$ cat config.mk
export PLATFORM = sky130hd
export DESIGN_NAME = uart_rx
export DESIGN_NICKNAME = d
export VERILOG_FILES = /design/src/rtl/uart_pkg.sv /design/src/rtl/uart_sync.sv /design/src/rtl/uart_rx.sv
export SDC_FILE = /design/constraint.sdc
export NUM_CORES = 1
export LEC_CHECK = 0
export CORE_MARGIN = 1.5
export CORE_UTILIZATION = 45
export DETAILED_ROUTE_END_ITERATION = 8
export SLEW_MARGIN = 5
export SYNTH_ARGS = -nofsm -noshare
export SYNTH_HDL_FRONTEND = slang
export SYNTH_SLANG_ARGS = --single-unit
$ cat constraint.sdc
create_clock -name i_clk -period 2.3 [get_ports i_clk]
set_input_delay 0.23 -clock i_clk [delete_from_list [all_inputs] [get_ports i_clk]]
set_output_delay 0.23 -clock i_clk [all_outputs]
set_load 0.1 [all_outputs]
$ cat src/rtl/uart_pkg.sv
// uart_pkg: state encoding and baud divisor helper shared by uart_rx and uart_tx
package uart_pkg;
  typedef enum logic [2:0] {IDLE, START, DATA, PARITY, STOP} state_t;
  function automatic int clks_per_bit(input int clk_freq, input int baud);
    return clk_freq / baud;
  endfunction
endpackage

$ cat src/rtl/uart_sync.sv
// uart_sync: N-flop synchroniser, resets to 1 (idle line level)
module uart_sync #(
  parameter int N = 2
) (
  input  logic i_clk,
  input  logic i_rst,
  input  logic i_d,
  output logic o_q
);
  logic [N-1:0] q;
  always_ff @(posedge i_clk or posedge i_rst)
    if (i_rst) q <= '1;
    else q <= {q[N-2:0], i_d};
  assign o_q = q[N-1];
endmodule

$ cat src/rtl/uart_rx.sv
// uart_rx: 8N1 serial receiver with valid/ready output and framing/overrun pulses
// Define UART_RX_PARITY_EN to add an even-parity bit and o_parity_err.
module uart_rx
  import uart_pkg::*;
#(
  parameter int CLK_FREQ = 50000000,
  parameter int BAUD = 9600
) (
  input  logic       i_clk,
  input  logic       i_rst,
  input  logic       i_rx,
  output logic [7:0] o_data,
  output logic       o_valid,
  input  logic       i_ready,
  output logic       o_frame_err,
  output logic       o_overrun
`ifdef UART_RX_PARITY_EN
  ,
  output logic       o_parity_err
`endif
);
  localparam int CPB = clks_per_bit(CLK_FREQ, BAUD);
  localparam int CW = $clog2(CPB) + 1;
  state_t state, state_n;
  logic [CW-1:0] cnt, cnt_n;
  logic [2:0] idx, idx_n;
  logic [7:0] shift, shift_n;
  logic rx_s, rx_prev, zero, done, ferr;
`ifdef UART_RX_PARITY_EN
  logic par, par_n, perr;
`endif
  uart_sync #(.N(2)) u_sync (.i_clk(i_clk), .i_rst(i_rst), .i_d(i_rx), .o_q(rx_s));
  assign zero = cnt == '0;
  always_comb begin
    state_n = state;
    cnt_n = (state == IDLE) ? cnt : cnt - CW'(1);
    idx_n = idx;
    shift_n = shift;
    done = 1'b0;
    ferr = 1'b0;
`ifdef UART_RX_PARITY_EN
    par_n = par;
    perr = 1'b0;
`endif
    case (state)
      IDLE: if (rx_prev && !rx_s) begin
        cnt_n = CW'(CPB / 2 - 1);
        state_n = START;
      end
      START: if (zero) begin
        state_n = rx_s ? IDLE : DATA;
        cnt_n = CW'(CPB - 1);
        idx_n = '0;
      end
      DATA: if (zero) begin
        shift_n = {rx_s, shift[7:1]};
        cnt_n = CW'(CPB - 1);
        idx_n = (idx == 3'd7) ? idx : idx + 3'd1;
`ifdef UART_RX_PARITY_EN
        state_n = (idx == 3'd7) ? PARITY : DATA;
`else
        state_n = (idx == 3'd7) ? STOP : DATA;
`endif
      end
`ifdef UART_RX_PARITY_EN
      PARITY: if (zero) begin
        par_n = rx_s;
        cnt_n = CW'(CPB - 1);
        state_n = STOP;
      end
`endif
      STOP: if (zero) begin
        state_n = IDLE;
        ferr = !rx_s;
`ifdef UART_RX_PARITY_EN
        done = rx_s && (par == ^shift);
        perr = rx_s && (par != ^shift);
`else
        done = rx_s;
`endif
      end
      default: state_n = IDLE;
    endcase
  end
  always_ff @(posedge i_clk or posedge i_rst)
    if (i_rst) begin
      state <= IDLE;
      cnt <= '0;
      idx <= '0;
      shift <= '0;
      rx_prev <= 1'b1;
      o_data <= '0;
      o_valid <= 1'b0;
      o_frame_err <= 1'b0;
      o_overrun <= 1'b0;
`ifdef UART_RX_PARITY_EN
      par <= 1'b0;
      o_parity_err <= 1'b0;
`endif
    end else begin
      state <= state_n;
      cnt <= cnt_n;
      idx <= idx_n;
      shift <= shift_n;
      rx_prev <= rx_s;
      o_frame_err <= ferr;
      o_overrun <= done && o_valid && !i_ready;
`ifdef UART_RX_PARITY_EN
      par <= par_n;
      o_parity_err <= perr;
`endif
      // a completion coinciding with a handshake replaces the consumed byte
      if (done && (!o_valid || i_ready)) begin
        o_data <= shift;
        o_valid <= 1'b1;
      end else if (i_ready) o_valid <= 1'b0;
    end
endmodule

Word-level counts from Yosys, hierarchy flattened
Index checks and enable logic that the tools add are counted.
Storage, ports and cells
  flip-flop bits (word level): 42
  bits of input ports: 4
  word-level logic and storage cells: 57
Operators by class
  add/subtract/negate cells: 2
  equal/unequal tests: 9
  mux-type cells: 20
  reductions and logical operators: 16
Operator list (number)
  2-to-1 mux 14 bit: 3
  one-hot mux 14 bit (2 select lines): 1
  2-to-1 mux 3 bit: 7
  zero test 14 bit: 1
  subtractor 14 x 1 -> 14 bit (second input constant): 1
  one-hot mux 3 bit (4 select lines): 1
  inequality test 2 bit (second input constant): 4
  AND reduction 4 bit: 2
  == test 3 bit (second input constant): 2
  2-to-1 mux 1 bit: 6
  one-hot mux 3 bit (2 select lines): 1
  logical AND 1 bit: 4
  nonzero test 2 bit: 2
  adder 3 x 1 -> 3 bit (second input constant): 1
  == test 3 x 1 -> 1 bit (second input constant): 1
  == test 3 x 2 -> 1 bit (second input constant): 1
  zero test 1 bit: 3
  zero test 3 bit: 1
  2-to-1 mux 2 bit: 1
  inequality test 2 x 1 -> 1 bit (second input constant): 1
  AND reduction 2 bit: 1
  OR reduction 2 bit: 1
  logical OR 1 bit: 1

Longest topological paths before layout
  depth in word-level cells: 5
  gate-level depth with buffers: 7
  gate-level depth less buffers: 7

By module
Synthesis repeated with hierarchy kept, for this count alone.
Second synthesis, totals
  cells, all modules: 181
  area, all modules: 2063.2 um^2
Modules (own cells, without submodules)
  uart_rx: instances 1, cells an instance 178, area an instance 2006.9 um^2, sequential area each 1002.2 um^2
  uart_sync: instances 1, cells an instance 3, area an instance 56.3 um^2, sequential area each 52.6 um^2

Worst setup path before layout
OpenSTA, ideal clock, no wires.
  path kind: reg-to-reg
  start: reg cnt[0]
  end: reg o_data[0]
  arrival: 1.863 ns
  setup slack: 0.309 ns
  stages on the path, launching flop included: 7
  path buffers: 0
  period minus slack after synthesis: 1.991 ns
  cell sequence: dfrtp_1 > inv_1 > ha_1 > nor4b_1 > nand4_1 > nor2_2 > mux2_1
On the way
  cells in the longest elaborated chain, start to end: 4
RTL lines
  start: declaration: RTL line uart_rx.sv:25  | logic [CW-1:0] cnt, cnt_n;
  start signal: assignment: RTL line uart_rx.sv:102  | cnt <= cnt_n;
  zero test 14 bit: RTL line uart_rx.sv:33  | assign zero = cnt == '0;
  2-to-1 mux 1 bit: RTL line uart_rx.sv:72  | STOP: if (zero) begin
  2-to-1 mux 1 bit: RTL line uart_rx.sv:45  | case (state)
  logical AND 1 bit: RTL line uart_rx.sv:113  | if (done && (!o_valid || i_ready)) begin
  end signal: assignment: RTL line uart_rx.sv:114  | o_data <= shift;
  end: declaration: RTL line uart_rx.sv:12  | output logic [7:0] o_data,
No other way between the ends.
A chain may end at the register's enable or synchronous reset.

Worst setup path after layout
  start: reg cnt[9]
  end: reg cnt[13]
On the way
  cells in the longest elaborated chain, start to end: 4
  elaborated cells between the ends (all ways): 6
RTL lines
  subtractor 14 x 1 -> 14 bit: RTL line uart_rx.sv:36  | cnt_n = (state == IDLE) ? cnt : cnt - CW'(1);
  2-to-1 mux 14 bit: RTL line uart_rx.sv:36
  2-to-1 mux 14 bit (on tied branches): RTL line uart_rx.sv:50, uart_rx.sv:55, uart_rx.sv:46
  one-hot mux 14 bit (2 select lines) (*): RTL line uart_rx.sv:45
  named net cnt_n[13]: RTL line uart_rx.sv:25
Mark *: on every way through the listed nets, which the timed path passes. The rest lies on a longest branch.

==> results.toml <==
[sta]
finalSetupViolations = 0
relSlewSlack_pct = 61.2
tns_ps = 0
finalCritPeriodShare_pct = 90.0
final_hold_viol_count = 0
rsz0062_at_grt = "no"
fin_crit_ps = 2070
slew_violations = 0
max_freq_ghz = 0.483
final.setup_skew_ps = 7.19
tightest_slew_ps = 577

[detailed_routing]
via_per_inst = 5.52
drt_iter0_drc = 110
drc = 0
wl_per_cell_um = 15.4
dr.pass1.iters = 4
ant_nets = 0
dr_total_vias = 1390
wirelength_um = 3880

[synthesis]
synth_nets = 180
synth_top_cell_by_area = "dfrtp_1"
netlist_top_cells_count = "dfrtp_1 (39), nand2_1 (18), mux2_1 (16), nor2_1 (11)"
synth_ff_type = "dfrtp_1"
yosys_warnings = 0
synth.most_common_cell = "dfrtp_1"
ys_seq_area_share_pct = 54.2
syn_area_sq_um = 1950
yosys-top-cells-area = "dfrtp_1 (50%), mux2_1 (9.3%), dfstp_2 (4.0%)"
synth.avg_cell_area_sq_um = 11.3
synthArstFlopShare_pct = 100
synthDominantCellAreaShare_pct = 50.1
synthCells = 172
yosysUniqueCellTypes = 46
synth_edf_count = 0
synth-seq-cells = 42

[cells_and_area]
final_cells = 252
fin_nets = 209
area_growth_pct = 18.4
antenna_cells = 0
fillers = 373
drive_above_1_share_pct = 21.3

[hold_path]
worstHoldPathType = "in2async"

[placed_design]
dp_hpwl_um = 2800
io_buffers = 14
placedCellCount = 244
place.gp.congestion = 0.871

[setup_path]
cp-startpoint = "cnt[9]"
path_max_fanout = 7
critPathKind = "reg2reg"
r2r-start = "cnt[9]"
crit_path_start_kind = "register"
endpoint_kind = "register"
worstPathArrival_ps = 2260
worstPathRequired_ps = 2490

[floorplanning]
die_h_um = 68.8
initial_core_util_pct = 47.6
pin_count = 15
die_x_um = 68.8
rows = 23
core-area_sq_um = 4090
fp.dieArea_sq_um = 4730

[cts]
h-tree-depth = 2
cts_tree = "yes"
clkLatencyLatePin_ps = 300
cts_hold_buf = 0
root_buffer = "clkbuf_8"
cts.sinks = 42
clock_path_buffers = 2
path_clk_slew_ps = 80
cts_buffers = 5

[global_route]
grt_util_all_layers_pct = 19.5
grt_max_degree = 19
grt_pass1_wl_um = 6740
first_global_vias = 1395
antenna_found_initial = 0
grt_overflow = 0

[power_and_ir_drop]
power_leakage_nw = 1.10
irDropWorstVdd_mv = 0.574
powerDensity_nw_per_um2 = 894

[outcome]
status = "completed"

[job]
cap_violations = 0
==> sequential cells by signal, indices dropped and copies added (netlist names) <==
register	flops
o_frame_err	1
shift	8
idx	3
u_sync.q	2
o_valid	1
o_overrun	1
state	3
cnt	14
o_data	8
rx_prev	1
==> cell type report <==
class | instances | area (sq um) | area share [%]
Sequential cell | 42 | 1050 | 45.8
Multi-Input combinational cell | 122 | 860 | 37.3
Timing Repair Buffer | 25 | 195 | 8.47
Clock buffer | 5 | 68.8 | 2.99
Tap cell | 50 | 62.6 | 2.71
Clock inverter | 3 | 45.0 | 1.95
Inverter | 5 | 18.8 | 0.814
==> power by group <==
group	switching [mW]	leakage (nW)	internal (mW)
registers	0.116	0.548	0.847
logic	0.277	0.503	0.235
clock network	0.262	0.0504	0.323
==> cells by family after synthesis <==
kind of cell,share of synthesized area (%)
compound gates,8.55
xor+xnor,1.80
fa+ha+maj,2.57
buf+inv,1.99
flops,54.2
mux,10.3
simple gates,20.6
==> critical path: stages (launching register included) <==
cell,delay (ps)
dfrtp_1,440
nor4_1,530
nand4_1,150
buf_4,180
o31ai_4,350
nand2_1,90
a31o_1,220
==> cells in the final DEF, fill, tap and decap left out, types with 5 or more instances in the layout <==
cell type / instances
clkbuf_8: 5
nand2b_1: 5
nor4_1: 6
inv_1: 5
buf_4: 22
a21oi_1: 7
nand3_1: 7
mux2_1: 16
nand2_1: 18
dfrtp_1: 39
nor2_1: 11
==> metrics by stage <==
stage | util (%) | total power [mW] | area [sq um] | setup slack, ps | hold WS, ps
floorplan | - | 1.32 | 1950 | 309 | 234
finish | 56.4 | 2.06 | 2300 | 230 | 243
global placement | 53.5 | 1.44 | 2180 | 232 | 346
detailed placement | 53.5 | 1.47 | 2180 | 203 | 347
global route | 56.4 | 2.18 | 2300 | 49.1 | 273
CTS | 56.2 | 2.07 | 2300 | 176 | 246
==> routing by layer <==
layer | vias to the layer above | part of all wire (%) | global-route usage, %
li1 | 675 | - | -
met1 | 678 | 48 | 26.8
met2 | 30 | 47 | 30.3
met3 | 7 | 3.9 | 4.87
met4 | 0 | 1.5 | 6.62
met5 | - | 0 | 0
==> path summary, 6_finish.rpt <==
| kind | endpoint | slack [ps] | cells after the start |
|---|---|---|---|
| min | o_data[4] | 240 | 2 |
| min reg2reg | u_sync.q[1] | 360 | 0 |
| max in group asynchronous | cnt[12] | 1430 | 3 |
| max | cnt[13] | 230 | 6 |
| min in group i_clk | u_sync.q[0] | 340 | 1 |
| max reg2reg | cnt[13] | 230 | 6 |
==> what timing repair did <==
item | in CTS | in global routing
gates resized for setup | 0 | 1
endpoints found under the setup margin | 0 | 8
setup buffers | 0 | 0
Power figures use the tool's default switching activity.
